<file path="config.mk">
export PLATFORM = sky130hd
export DESIGN_NAME = cpu_step_ctrl
export DESIGN_NICKNAME = d
export VERILOG_FILES = /design/src/rtl/cpu_dbg_pkg.sv /design/src/rtl/key_debounce.sv /design/src/rtl/cpu_step_ctrl.sv
export SDC_FILE = /design/constraint.sdc
export NUM_CORES = 1
export LEC_CHECK = 0
export CAP_MARGIN = 20
export CORE_MARGIN = 5
export CORE_UTILIZATION = 41
export CTS_CLUSTER_SIZE = 10
export DETAILED_ROUTE_END_ITERATION = 10
export PLACE_DENSITY = 0.59
export SYNTH_ARGS = -nofsm -noshare
export SYNTH_HDL_FRONTEND = slang
export SYNTH_HIERARCHICAL = 1
export SYNTH_SLANG_ARGS = --single-unit
</file>
<file path="constraint.sdc">
create_clock -name clk -period 3.45 [get_ports clk]
set_input_delay 0.5175 -clock clk [delete_from_list [all_inputs] [get_ports clk]]
set_output_delay 0.5175 -clock clk [all_outputs]
set_load 0.02 [all_outputs]
</file>
<file path="src/rtl/cpu_dbg_pkg.sv">
// ============================================================================
//  Module   : cpu_dbg_pkg
//  Purpose  : Shared encodings for the CPU run/step debug controller.
//  Revision : 1.0  initial release
// ============================================================================
`default_nettype none

package cpu_dbg_pkg;

    localparam int PC_W = 16;

    typedef enum logic [1:0] {
        ST_HALT  = 2'd0,
        ST_RUN   = 2'd1,
        ST_STEP  = 2'd2,
        ST_BREAK = 2'd3
    } state_t;

endpackage

`default_nettype wire

</file>
<file path="src/rtl/key_debounce.sv">
// ============================================================================
//  Module   : key_debounce
//  Purpose  : Raw active-low key -> 2-flop sync -> debounce -> press strobe.
//  Revision : 1.0  initial release
// ============================================================================
`default_nettype none

module key_debounce #(
    parameter int DB_CYCLES = 1_000_000
) (
    input  logic clk,
    input  logic reset,
    input  logic key_n,
    output logic press
);

    localparam int CNT_W = (DB_CYCLES > 1) ? $clog2(DB_CYCLES) : 1;
    localparam logic [CNT_W-1:0] c_cnt_last = CNT_W'(DB_CYCLES - 1);

    logic             r_sync1;
    logic             r_sync2;
    logic             r_level;
    logic             r_level_q;
    logic [CNT_W-1:0] r_cnt;

    // The counter only runs while the synchronized level disagrees with the
    // registered level, so any bounce back restarts the qualification window.
    always_ff @(posedge clk or posedge reset) begin
        if (reset) begin
            r_sync1   <= 1'b1;
            r_sync2   <= 1'b1;
            r_level   <= 1'b1;
            r_level_q <= 1'b1;
            r_cnt     <= '0;
        end else begin
            r_sync1   <= key_n;
            r_sync2   <= r_sync1;
            r_level_q <= r_level;
            if (r_sync2 == r_level) begin
                r_cnt <= '0;
            end else if (r_cnt == c_cnt_last) begin
                r_level <= r_sync2;
                r_cnt   <= '0;
            end else begin
                r_cnt <= r_cnt + 1'b1;
            end
        end
    end

    assign press = r_level_q & ~r_level;

endmodule

`default_nettype wire

</file>
<file path="src/rtl/cpu_step_ctrl.sv">
// ============================================================================
//  Module   : cpu_step_ctrl
//  Purpose  : Run/halt/single-step enable generator for the multicycle CPU.
//             Optional PC breakpoint enabled by STEP_CTRL_BREAKPOINT_EN.
//  Revision : 1.0  initial release
// ============================================================================
`default_nettype none

module cpu_step_ctrl
    import cpu_dbg_pkg::*;
#(
    parameter int DIV       = 6_000_000,
    parameter int DB_CYCLES = 1_000_000,
    parameter bit START_RUN = 1'b1
) (
    input  logic            clk,
    input  logic            reset,
    input  logic            key_mode_n,
    input  logic            key_step_n,
    input  logic [PC_W-1:0] pc_count,
    input  logic [PC_W-1:0] bp_addr,
    output logic            cpu_en,
    output logic            running,
    output logic            at_break,
    output logic [PC_W-1:0] step_count
);

    localparam int DIV_W = $clog2(DIV);
    localparam logic [DIV_W-1:0] c_div_last = DIV_W'(DIV - 1);
    localparam state_t c_reset_state = START_RUN ? ST_RUN : ST_HALT;

    state_t            r_state;
    state_t            w_state_next;
    logic [DIV_W-1:0]  r_div;
    logic [DIV_W-1:0]  w_div_next;
    logic              r_cpu_en;
    logic              w_pulse;
    logic [PC_W-1:0]   r_step_count;
    logic              w_mode_press;
    logic              w_step_press;
    logic              w_tc;

    key_debounce #(
        .DB_CYCLES (DB_CYCLES)
    ) u_key_mode (
        .clk   (clk),
        .reset (reset),
        .key_n (key_mode_n),
        .press (w_mode_press)
    );

    key_debounce #(
        .DB_CYCLES (DB_CYCLES)
    ) u_key_step (
        .clk   (clk),
        .reset (reset),
        .key_n (key_step_n),
        .press (w_step_press)
    );

    assign w_tc = (r_div == c_div_last);

`ifdef STEP_CTRL_BREAKPOINT_EN
    logic r_armed;
    logic w_armed_next;
    logic w_bp_hit;

    assign w_bp_hit = r_armed && (pc_count == bp_addr);

    always_ff @(posedge clk or posedge reset) begin
        if (reset) begin
            r_armed <= 1'b1;
        end else begin
            r_armed <= w_armed_next;
        end
    end
`else
    logic w_unused_bp;
    assign w_unused_bp = ^{pc_count, bp_addr};
`endif

    always_ff @(posedge clk or posedge reset) begin
        if (reset) begin
            r_state      <= c_reset_state;
            r_div        <= '0;
            r_cpu_en     <= 1'b0;
            r_step_count <= '0;
        end else begin
            r_state      <= w_state_next;
            r_div        <= w_div_next;
            r_cpu_en     <= w_pulse;
            r_step_count <= r_step_count + {{(PC_W-1){1'b0}}, r_cpu_en};
        end
    end

    // Divider is held at zero outside RUN so entry always starts a full period.
    always_comb begin
        w_state_next = r_state;
        w_div_next   = '0;
        w_pulse      = 1'b0;
`ifdef STEP_CTRL_BREAKPOINT_EN
        w_armed_next = r_armed;
`endif
        case (r_state)
            ST_HALT, ST_BREAK: begin
                if (w_mode_press) begin
                    w_state_next = ST_RUN;
                end else if (w_step_press) begin
                    w_state_next = ST_STEP;
                end
            end
            ST_STEP: begin
                w_pulse      = 1'b1;
                w_state_next = ST_HALT;
            end
            ST_RUN: begin
                if (w_mode_press) begin
                    w_state_next = ST_HALT;
                end else if (w_tc) begin
`ifdef STEP_CTRL_BREAKPOINT_EN
                    if (w_bp_hit) begin
                        w_state_next = ST_BREAK;
                        w_armed_next = 1'b0;
                    end else begin
                        w_pulse      = 1'b1;
                        w_armed_next = 1'b1;
                    end
`else
                    w_pulse = 1'b1;
`endif
                end else begin
                    w_div_next = r_div + 1'b1;
                end
            end
            default: begin
                w_state_next = ST_HALT;
            end
        endcase
    end

    assign cpu_en     = r_cpu_en;
    assign running    = (r_state == ST_RUN);
    assign step_count = r_step_count;
`ifdef STEP_CTRL_BREAKPOINT_EN
    assign at_break   = (r_state == ST_BREAK);
`else
    assign at_break   = 1'b0;
`endif

endmodule

`default_nettype wire

</file>
; ---- After elaboration in Yosys (flattened, before gate mapping)
; Cells that the tools add are included.
[word_totals]
register_bits = 90
mem_bits_rw = 0
input_bits = 36
latch_bits = 0
elab_cells = 53
romBits = 0
out_inout_bits = 19
mem_count = 0
[classes]
magnitude_cmp = 0
mul = 0
mux = 14
shifts = 0
bitwise_logic = 6
reduce_logical = 5
addsub = 4
eq_ne = 10
n_div = 0
[ops]
columns = operator, count
row1 = $mux W20, 4
row2 = $mux W23, 3
row3 = $add A20 B1 Y20 const B, 2
row4 = $eq A20 B20 Y1 const B, 2
row5 = $add A23 B1 Y23 const B, 1
row6 = $eq A23 B23 Y1 const B, 1
row7 = $add A16 B1 Y16, 1
row8 = $mux W2, 3
row9 = $pmux W2 S3, 1
row10 = $reduce_and A2 Y1, 3
row11 = $eq A2 B2 Y1 const B, 2
row12 = $not A1 Y1, 4
row13 = $ne A3 B1 Y1 const B, 1
row14 = $and A1 B1 Y1, 2
row15 = $eq A1 B1 Y1, 2
row16 = $eq A2 B1 Y1 const B, 1
row17 = $logic_not A2 Y1, 1
row18 = $mux W1, 2
row19 = $ne A2 B1 Y1 const B, 1
row20 = $pmux W1 S2, 1
row21 = $reduce_or A2 Y1, 1

; ---- Longest topological paths before layout
; Gate-level depths: netlist (run 1).
[logic_depth]
ltp_word = 5
mapped_depth = 6
depth_no_buf = 5

; ---- By module
; Netlist (run 1), hierarchy kept.
[by_module_without_submodules]
columns = module, n_inst, seq_area_each_um2, cells_each, area_each_um2
row1 = key_debounce, 2, 605.6, 110, 1186.1
row2 = cpu_step_ctrl, 1, 1052.3, 192, 2067.0

; ---- Worst setup path before layout (run 1)
; No wires, ideal clock.
[synth_timing]
path_kind = register -> register
from = reg r_div[7]
to = reg r_div[10]
period_less_slack_ns = 1.878
path_stages_with_launch = 6
arrival_time_ns = 1.759
slack_ns = 1.572
n_path_buf = 1
setup_time_ns = 0.119
cell_sequence = dfrtp_1 or4bb_1 or4_4 o21bai_4 buf_6 nor2_1
[synth_between]
elab_chain_cells = 4
elab_cells_between_ends = 5
cone_classes = add/sub: 1 / eq/ne: 1 / mux: 3
[synth_lines]
columns = element, line_no
row1 = start: declaration, cpu_step_ctrl.sv:34  ; logic [DIV_W-1:0] r_div;
row2 = start signal: assignment, cpu_step_ctrl.sv:90  ; r_div <= w_div_next;
row3 = $add A23 B1 Y23 or $eq A23 B23 Y1 (tied branches), "cpu_step_ctrl.sv:132, cpu_step_ctrl.sv:61"
row4 = $mux W23 *, cpu_step_ctrl.sv:119  ; end else if (w_tc) begin
row5 = $mux W23 *, cpu_step_ctrl.sv:117  ; if (w_mode_press) begin
row6 = $mux W23 *, cpu_step_ctrl.sv:104  ; case (r_state)
row7 = net w_div_next[10], cpu_step_ctrl.sv:35  ; logic [DIV_W-1:0] w_div_next;
; The timed path passes the listed nets; every way through them passes the cells marked *.
; A chain may end at the register's enable or synchronous reset.

; ---- Worst setup path after layout (run 1)
[layout_timing]
from = reg r_state[0]
to = out running
[layout_between]
elab_chain_cells = 1
[layout_lines]
columns = element, line_no
row1 = start: declaration, cpu_step_ctrl.sv:32  ; state_t r_state;
row2 = start signal: assignment, cpu_step_ctrl.sv:84  ; r_state <= c_reset_state;
row3 = start signal: assignment, cpu_step_ctrl.sv:89  ; r_state <= w_state_next;
row4 = $eq A2 B1 Y1, cpu_step_ctrl.sv:142  ; assign running = (r_state == ST_RUN);
row5 = end: declaration, cpu_step_ctrl.sv:23  ; output logic running,
; No other way between the ends.

==> summary.txt, run 1 <==
Status
  – Result of the run: completed

Die
  – Number of primary I/O pins: 55
  – Die X-Extent: 114.1 um
  – Full die area: 0.01301 mm2
  – Area of the core region: 0.01075 mm2
  – Die Span Y: 114.1 um
  – Number of placement rows: 38
  – Initial core utilization: 41.31%

Clock network
  – Max Buffers Root-to-Sink: 2
  – Post-CTS clock slew at the launch and capture registers of the worst setup and hold paths: 90 ps
  – Worst-skew pair later-pin latency: 350 ps
  – Post-cts hold buffer count: 0
  – # Post-CTS Setup Buffers: 0
  – Number of H-tree levels: 3
  – Buffer type at the clock tree root: sky130_fd_sc_hd__clkbuf_8
  – CTS tree: yes
  – Total clock sinks: 90
  – Gates resized, CTS repair: 0
  – Number of buffers inserted during clock tree synthesis: 9

Global route
  – Wire length of the first global-routing pass: 14850 um
  – Grt met2 use: 22.09%
  – Met1 usage: 18.71%
  – Global routing usage summed across all routing layers: 13.91%
  – Met3 Resource Use GR: 3.541%
  – Most Used Layer, Global Route: met2
  – Number of global-route vias before repair: 3161
  – GRT Residual Overflow: 0
  – Maximum number of pins on one net before global-route repair: 29
  – Antenna violations before repair: 0

Route
  – DRC viols: 0
  – DRT Wirelength: 8340 um
  – Average wire per standard cell: 14.28 um
  – Detailed-routing iteration count for the pre-antenna-repair pass: 4
  – Final antenna-violating net count: 0
  – Initial DRC count: 182
  – Vias: 3122
  – Via-per-instance ratio: 5.346

Setup path
  – Arrival time at the worst endpoint: 1770 ps
  – Type of the worst setup path: reg -> out
  – Startpoint of the most critical setup path: r_state[0]
  – Crit-path slowest cell: sky130_fd_sc_hd__clkdlybuf4s50_1
  – Worst setup SP type: flip-flop
  – Required time at the endpoint of the critical path: 2930 ps
  – Critical Path Fanout Max: 3
  – Origin of the critical flop-to-flop path: r_div[0]
  – Largest stage delay, worst path: 640 ps
  – Worst-path cell chain: ha_1, clkdlybuf4s50_1
  – Worst Setup End Kind: primary output

STA
  – RSZ-0062 raised after global routing: false
  – Worst clock skew: 7.597 ps
  – Max_slew headroom: 32.27%
  – Final total negative setup slack: 0 ps
  – Minimum clock period: 2285 ps
  – Max-slew violation count: 0
  – Final worst slack: 1165 ps
  – Count of final setup violators: 0
  – Crit share post-route: 66.22%
  – Max Clk Rate: 437.7 MHz
  – Smallest hold slack: 360.9 ps
  – Number of hold-slack violations in the final timing report: 0
  – Tightest Pin Transition: 1012 ps

Synthesis
  – Sequential-to-total area share from yosys stat: 50.99%
  – Most used flip-flop cell after synthesis: sky130_fd_sc_hd__dfrtp_1
  – Average instance area after synthesis: 10.77 um2
  – Count of synthesis-stage warnings from yosys: 6
  – Synthesized net count: 455
  – Synth async-reset ratio: 100.0%
  – Count of unique library cells instantiated by Yosys: 50
  – Number of enable-type register cells in the synthesized netlist: 0
  – Mapped cell area: 0.004439 mm2
  – Mapped Cells: 412
  – #FFs+latches synth: 90

Pwr
  – Switching power of the nets: 0.4169 mW
  – Net Sw Frac: 22.74%
  – Overall power: 1.834 mW
  – Relative contribution of combinational cells to total power: 2.9%
  – Areal power density over the cells: 366.5 mW/mm2
  – Cell internal pwr: 1.417 mW
  – Peak ir drop on the vdd network: 0.1298 mV
  – Leakage power: 2.018 nW
  – Part of the total power dissipated in sequential elements: 58.4%
  – Part of the total power dissipated in the clock network: 38.7%

Placement
  – I/O Buffers: 21
  – Worst setup timing slack at the placement stage: 1272 ps
  – Gpl congestion: 0.7859
  – Dpl cell area: 0.004781 mm2
  – Instance count after placement with tap cells included: 567
  – Detailed placement HPWL: 5779 um

Layout
  – Final design utilization: 46.57%
  – Fraction of layout instances using a drive strength above 1: 11.26%
  – Nets: 482
  – Layout area overhead: 12.71%
  – Non-Filler Cell Area, Final: 0.005004 mm2
  – Antenna cell count: 0
  – Number of non-filler instances in the completed layout: 584

Hold path
  – Hold/Removal Path Class: reg -> reg
  – Launch point of the worst hold path: u_key_mode/r_sync1

Run
  – MaxCap Viol Count: 0
[routing by layer]
| metal | routed length (um) | vias up |
|---|---|---|
| met5 | 0 | - |
| met4 | 107 | 0 |
| met3 | 281 | 8 |
| met2 | 3859 | 45 |
| met1 | 4091 | 1537 |
| li1 | - | 1532 |
[layout make-up]
cell class	instances	area (um2)
Sequential cell	90	2263
Tap cell	140	175.2
Multi-Input combinational cell	303	2076
Timing Repair Buffer	24	252.7
Clock buffer	10	127.6
Fill cell	1047	5742
Clock inverter	6	67.56
Inverter	11	41.29
[sequential cells by signal, indices dropped and copies added (netlist names)]
signal                cells
cpu_en                    1
u_key_mode/r_cnt         20
u_key_step/r_sync1        1
u_key_step/r_level_q      1
u_key_mode/r_sync1        1
u_key_mode/r_sync2        1
u_key_step/r_sync2        1
u_key_mode/r_level        1
r_div                    23
u_key_step/r_level        1
u_key_step/r_cnt         20
step_count               16
u_key_mode/r_level_q      1
r_state                   2
[worst max-delay path: cells and delay by family (launching register included)]
| kind | cells | cell delay, ps |
|---|---|---|
| buf+inv | 1 | 640 |
| flops | 1 | 560 |
| fa+ha+maj | 1 | 210 |
[Yosys cell counts (3+ instances only)]
library cell               n  share of area, %
sky130_fd_sc_hd__dfrtp_1  81                46
sky130_fd_sc_hd__nor2_1   53               4.5
sky130_fd_sc_hd__xnor2_1  33               6.5
sky130_fd_sc_hd__nand2_1  27               2.3
sky130_fd_sc_hd__xor2_1   24               4.7
sky130_fd_sc_hd__nand3_1  23               2.6
sky130_fd_sc_hd__nand4_1  18               2.5
sky130_fd_sc_hd__a21oi_1  14               1.6
sky130_fd_sc_hd__nor4_1   13               1.8
sky130_fd_sc_hd__inv_1    11              0.93
sky130_fd_sc_hd__dfstp_2   9               5.3
sky130_fd_sc_hd__and3_1    8               1.1
sky130_fd_sc_hd__and4_1    8               1.6
sky130_fd_sc_hd__nor3_1    8              0.90
sky130_fd_sc_hd__ha_1      7               2.0
sky130_fd_sc_hd__o31ai_1   7               1.2
sky130_fd_sc_hd__or4_1     7               1.2
sky130_fd_sc_hd__mux2i_1   5               1.1
sky130_fd_sc_hd__o21ai_0   5              0.56
sky130_fd_sc_hd__buf_6     3              0.76
sky130_fd_sc_hd__nand3_2   3              0.68
sky130_fd_sc_hd__nor4_4    3               1.4
[cells by family after synthesis]
group | share of synthesized area (%)
AO/OA/AOI/OAI | 5.834
XOR/XNOR | 11.25
multiplexers | 1.635
other | 0.08447
flip-flops | 50.99
AND/OR/NAND/NOR | 25.99
buffers and inverters | 2.255
adder cells (fa/ha/maj) | 1.973
[layout by cell type (no fill, tap or decap), drive strengths merged, types with 2 or more instances in the layout]
master / netlist / routed
nor3: 8 / 8
a21oi: 14 / 14
nand2b: 2 / 2
clkinv: 0 / 3
clkdlybuf4s50: 0 / 21
o21ai: 5 / 5
dfstp: 9 / 9
and4: 10 / 10
nand4b: 2 / 2
clkinvlp: 0 / 2
mux2: 2 / 2
nand4: 19 / 19
clkbuf: 2 / 10
inv: 11 / 11
nor2: 53 / 53
and3: 10 / 10
mux2i: 5 / 5
buf: 6 / 3
xnor2: 33 / 33
or3: 5 / 5
nand2: 27 / 27
ha: 7 / 7
a31oi: 2 / 2
nor4b: 4 / 4
nor4: 16 / 16
dfrtp: 81 / 81
xor2: 24 / 24
nand3: 26 / 26
o31ai: 7 / 7
o41ai: 3 / 3
or4: 8 / 8
nor2b: 2 / 2
[power groups by stage]
stage | registers (mW) | logic, mW | clock network [mW]
after CTS | 1.07 | 0.0514 | 0.747
after global placement | 1.09 | 0.0507 | 0
final | 1.07 | 0.0524 | 0.710
after floorplan | 1.09 | 0.0380 | 0
after global routing | 1.07 | 0.0620 | 0.799
after detailed placement | 1.09 | 0.0510 | 0
[path summary, 6_finish.rpt]
| kind | end | slack (ps) | depth (start not counted) |
|---|---|---|---|
| worst max-delay path | running | 1170 | 2 |
| worst min-delay path | u_key_mode/r_sync2 | 360 | 0 |
| worst max register to register | r_div[5] | 1280 | 5 |
| worst min register to register | u_key_mode/r_sync2 | 360 | 0 |
| max in group asynchronous | u_key_mode/r_cnt[6] | 2140 | 2 |
| min in group asynchronous | step_count[8] | 530 | 2 |
(Power assumes the default switching activity.)
==> inputs of run 2 (changes only) <==
Settings changed: PLACE_DENSITY 0.59 to 0.61.
Clock period 3.45 ns to 1.9 ns, I/O delays scaled along.
==> run 2 against run 1 <==
  * Core utilization rose by 1.8 points
  * Power increased by 81%
  * Setup slack got worse by 1100 ps
  * Largest power group unchanged
==> summary.txt, run 2 (synthesized netlist as in run 1, its figures left out) <==
Route
  – Vias: 3202
  – DRT Wirelength: 8322 um
  – Initial DRC count: 110
  – Final antenna-violating net count: 0
  – Detailed-routing iteration count for the pre-antenna-repair pass: 4
  – DRC viols: 0
  – Via-per-instance ratio: 5.258
  – Average wire per standard cell: 13.67 um

Die
  – Number of primary I/O pins: 55
  – Die Span Y: 114.1 um
  – Full die area: 0.01301 mm2
  – Initial core utilization: 41.31%
  – Number of placement rows: 38
  – Area of the core region: 0.01075 mm2
  – Die X-Extent: 114.1 um

Layout
  – Leading cell types in the layout, fill and taps excluded: sky130_fd_sc_hd__dfrtp_1 (81), sky130_fd_sc_hd__nor2_1 (53), sky130_fd_sc_hd__xnor2_1 (33)
  – Leading cell type in the layout, fill and taps excluded: sky130_fd_sc_hd__dfrtp_1
  – Biggest registers after layout: r_div x23, u_key_mode/r_cnt x20, u_key_step/r_cnt x20
  – Layout area overhead: 17.02%
  – Register with the highest flop count: r_div
  – Nets: 507
  – Largest register FFs: 23
  – Fraction of layout instances using a drive strength above 1: 15.99%
  – Antenna cell count: 0
  – Number of non-filler instances in the completed layout: 609

STA
  – Max Clk Rate: 533.9 MHz
  – Minimum clock period: 1873 ps
  – Count of final setup violators: 0
  – Max-slew violation count: 0
  – Final total negative setup slack: 0 ps
  – RSZ-0062 raised after global routing: true
  – Final worst slack: 27.07 ps
  – Crit share post-route: 98.58%
  – Worst clock skew: 11.38 ps
  – Number of hold-slack violations in the final timing report: 0
  – Smallest hold slack: 326.7 ps

Setup path
  – Worst Setup End Kind: flip-flop
  – Type of the worst setup path: reg -> reg
  – Worst-path cell chain: or4bb_1, or4_4, o21bai_4, buf_12, nor2_1
  – Critical Path Fanout Max: 17
  – Worst setup SP type: flip-flop
  – Origin of the critical flop-to-flop path: r_div[7]
  – Largest stage delay, worst path: 530 ps
  – Required time at the endpoint of the critical path: 2140 ps
  – Startpoint of the most critical setup path: r_div[7]
  – Arrival time at the worst endpoint: 2110 ps
  – Crit-path slowest cell: sky130_fd_sc_hd__or4bb_1

Clock network
  – Worst-skew pair later-pin latency: 360 ps
  – CTS tree: yes
  – Post-cts hold buffer count: 0
  – Max Buffers Root-to-Sink: 2
  – Number of H-tree levels: 3
  – # Post-CTS Setup Buffers: 0
  – Buffer type at the clock tree root: sky130_fd_sc_hd__clkbuf_8
  – Total clock sinks: 90
  – Post-CTS clock slew at the launch and capture registers of the worst setup and hold paths: 90 ps
  – Number of buffers inserted during clock tree synthesis: 9

Hold path
  – Hold/Removal Path Class: in -> reg
  – Launch point of the worst hold path: key_step_n

Run
  – MaxCap Viol Count: 0

Pwr
  – Areal power density over the cells: 637.9 mW/mm2
  – Peak ir drop on the vdd network: 0.3515 mV
  – Leakage power: 2.150 nW

Global route
  – Maximum number of pins on one net before global-route repair: 43
  – Global routing usage summed across all routing layers: 14.11%
  – GRT Residual Overflow: 0
  – Wire length of the first global-routing pass: 15140 um
  – Antenna violations before repair: 0
  – Number of global-route vias before repair: 3297

Placement
  – Instance count after placement with tap cells included: 593
  – Worst setup timing slack at the placement stage: 52.61 ps
  – Detailed placement HPWL: 6065 um
  – I/O Buffers: 21
  – Gpl congestion: 0.8001

Status
  – Result of the run: completed
## run 2: metrics by stage
stage | instance area, um2 | power [mW] | utilization, %
final | 5195 | 3.314 | 48.35
after global routing | 5195 | 3.483 | 48.35
after CTS | 5195 | 3.385 | 48.35
after detailed placement | 5001 | 2.085 | 46.54
after global placement | 5001 | 2.084 | 46.54
after floorplan | 4439 | 2.048 | -
## run 2: final timing paths
kind | depth (start not counted) | slack (ps) | endpoint
max in group asynchronous | 3 | 1200 | u_key_mode/r_level
min in group asynchronous | 3 | 390 | u_key_mode/r_cnt[19]
max reg2reg | 5 | 30 | r_div[14]
min | 1 | 330 | u_key_step/r_sync1
max | 5 | 30 | r_div[14]
min reg2reg | 0 | 360 | u_key_mode/r_sync2
## run 2: area by class of cell
class	instances	area, um2
inverters	11	41.29
clock buffers	10	127.6
clock inverters	6	67.56
flip-flops and latches	90	2263
fillers	1010	5550
multi-input cells	303	2076
repair buffers	49	444.2
well taps	140	175.2
## run 2: repair_timing
item	in CTS	in global routing
pin swaps	0	3
gates resized for setup	1	0
endpoints found under the setup margin	1	18
## run 2: power by group
| group | internal, mW | leakage, nW | total, mW | switching, mW |
|---|---|---|---|---|
| registers | 1.93 | 1.22 | 1.94 | 0.0123 |
| clock network | 0.610 | 0.0925 | 1.27 | 0.660 |
| logic | 0.0333 | 0.837 | 0.0990 | 0.0656 |
| total | 2.58 | 2.15 | 3.31 | 0.738 |
## run 2: per-layer routing
| metal | wire, um | track usage, % | vias up |
|---|---|---|---|
| met3 | 357 | 4.017 | 10 |
| li1 | - | - | 1581 |
| met5 | 0 | 0 | - |
| met4 | 111 | 3.880 | 0 |
| met2 | 3908 | 23.58 | 46 |
| met1 | 3944 | 17.97 | 1565 |
## run 2: worst max-delay path, delay by kind of cell (launching register included)
family,cells,cell delay [ps]
simple gates,3,1050
flops,1,380
compound gates,1,170
buf+inv,1,160
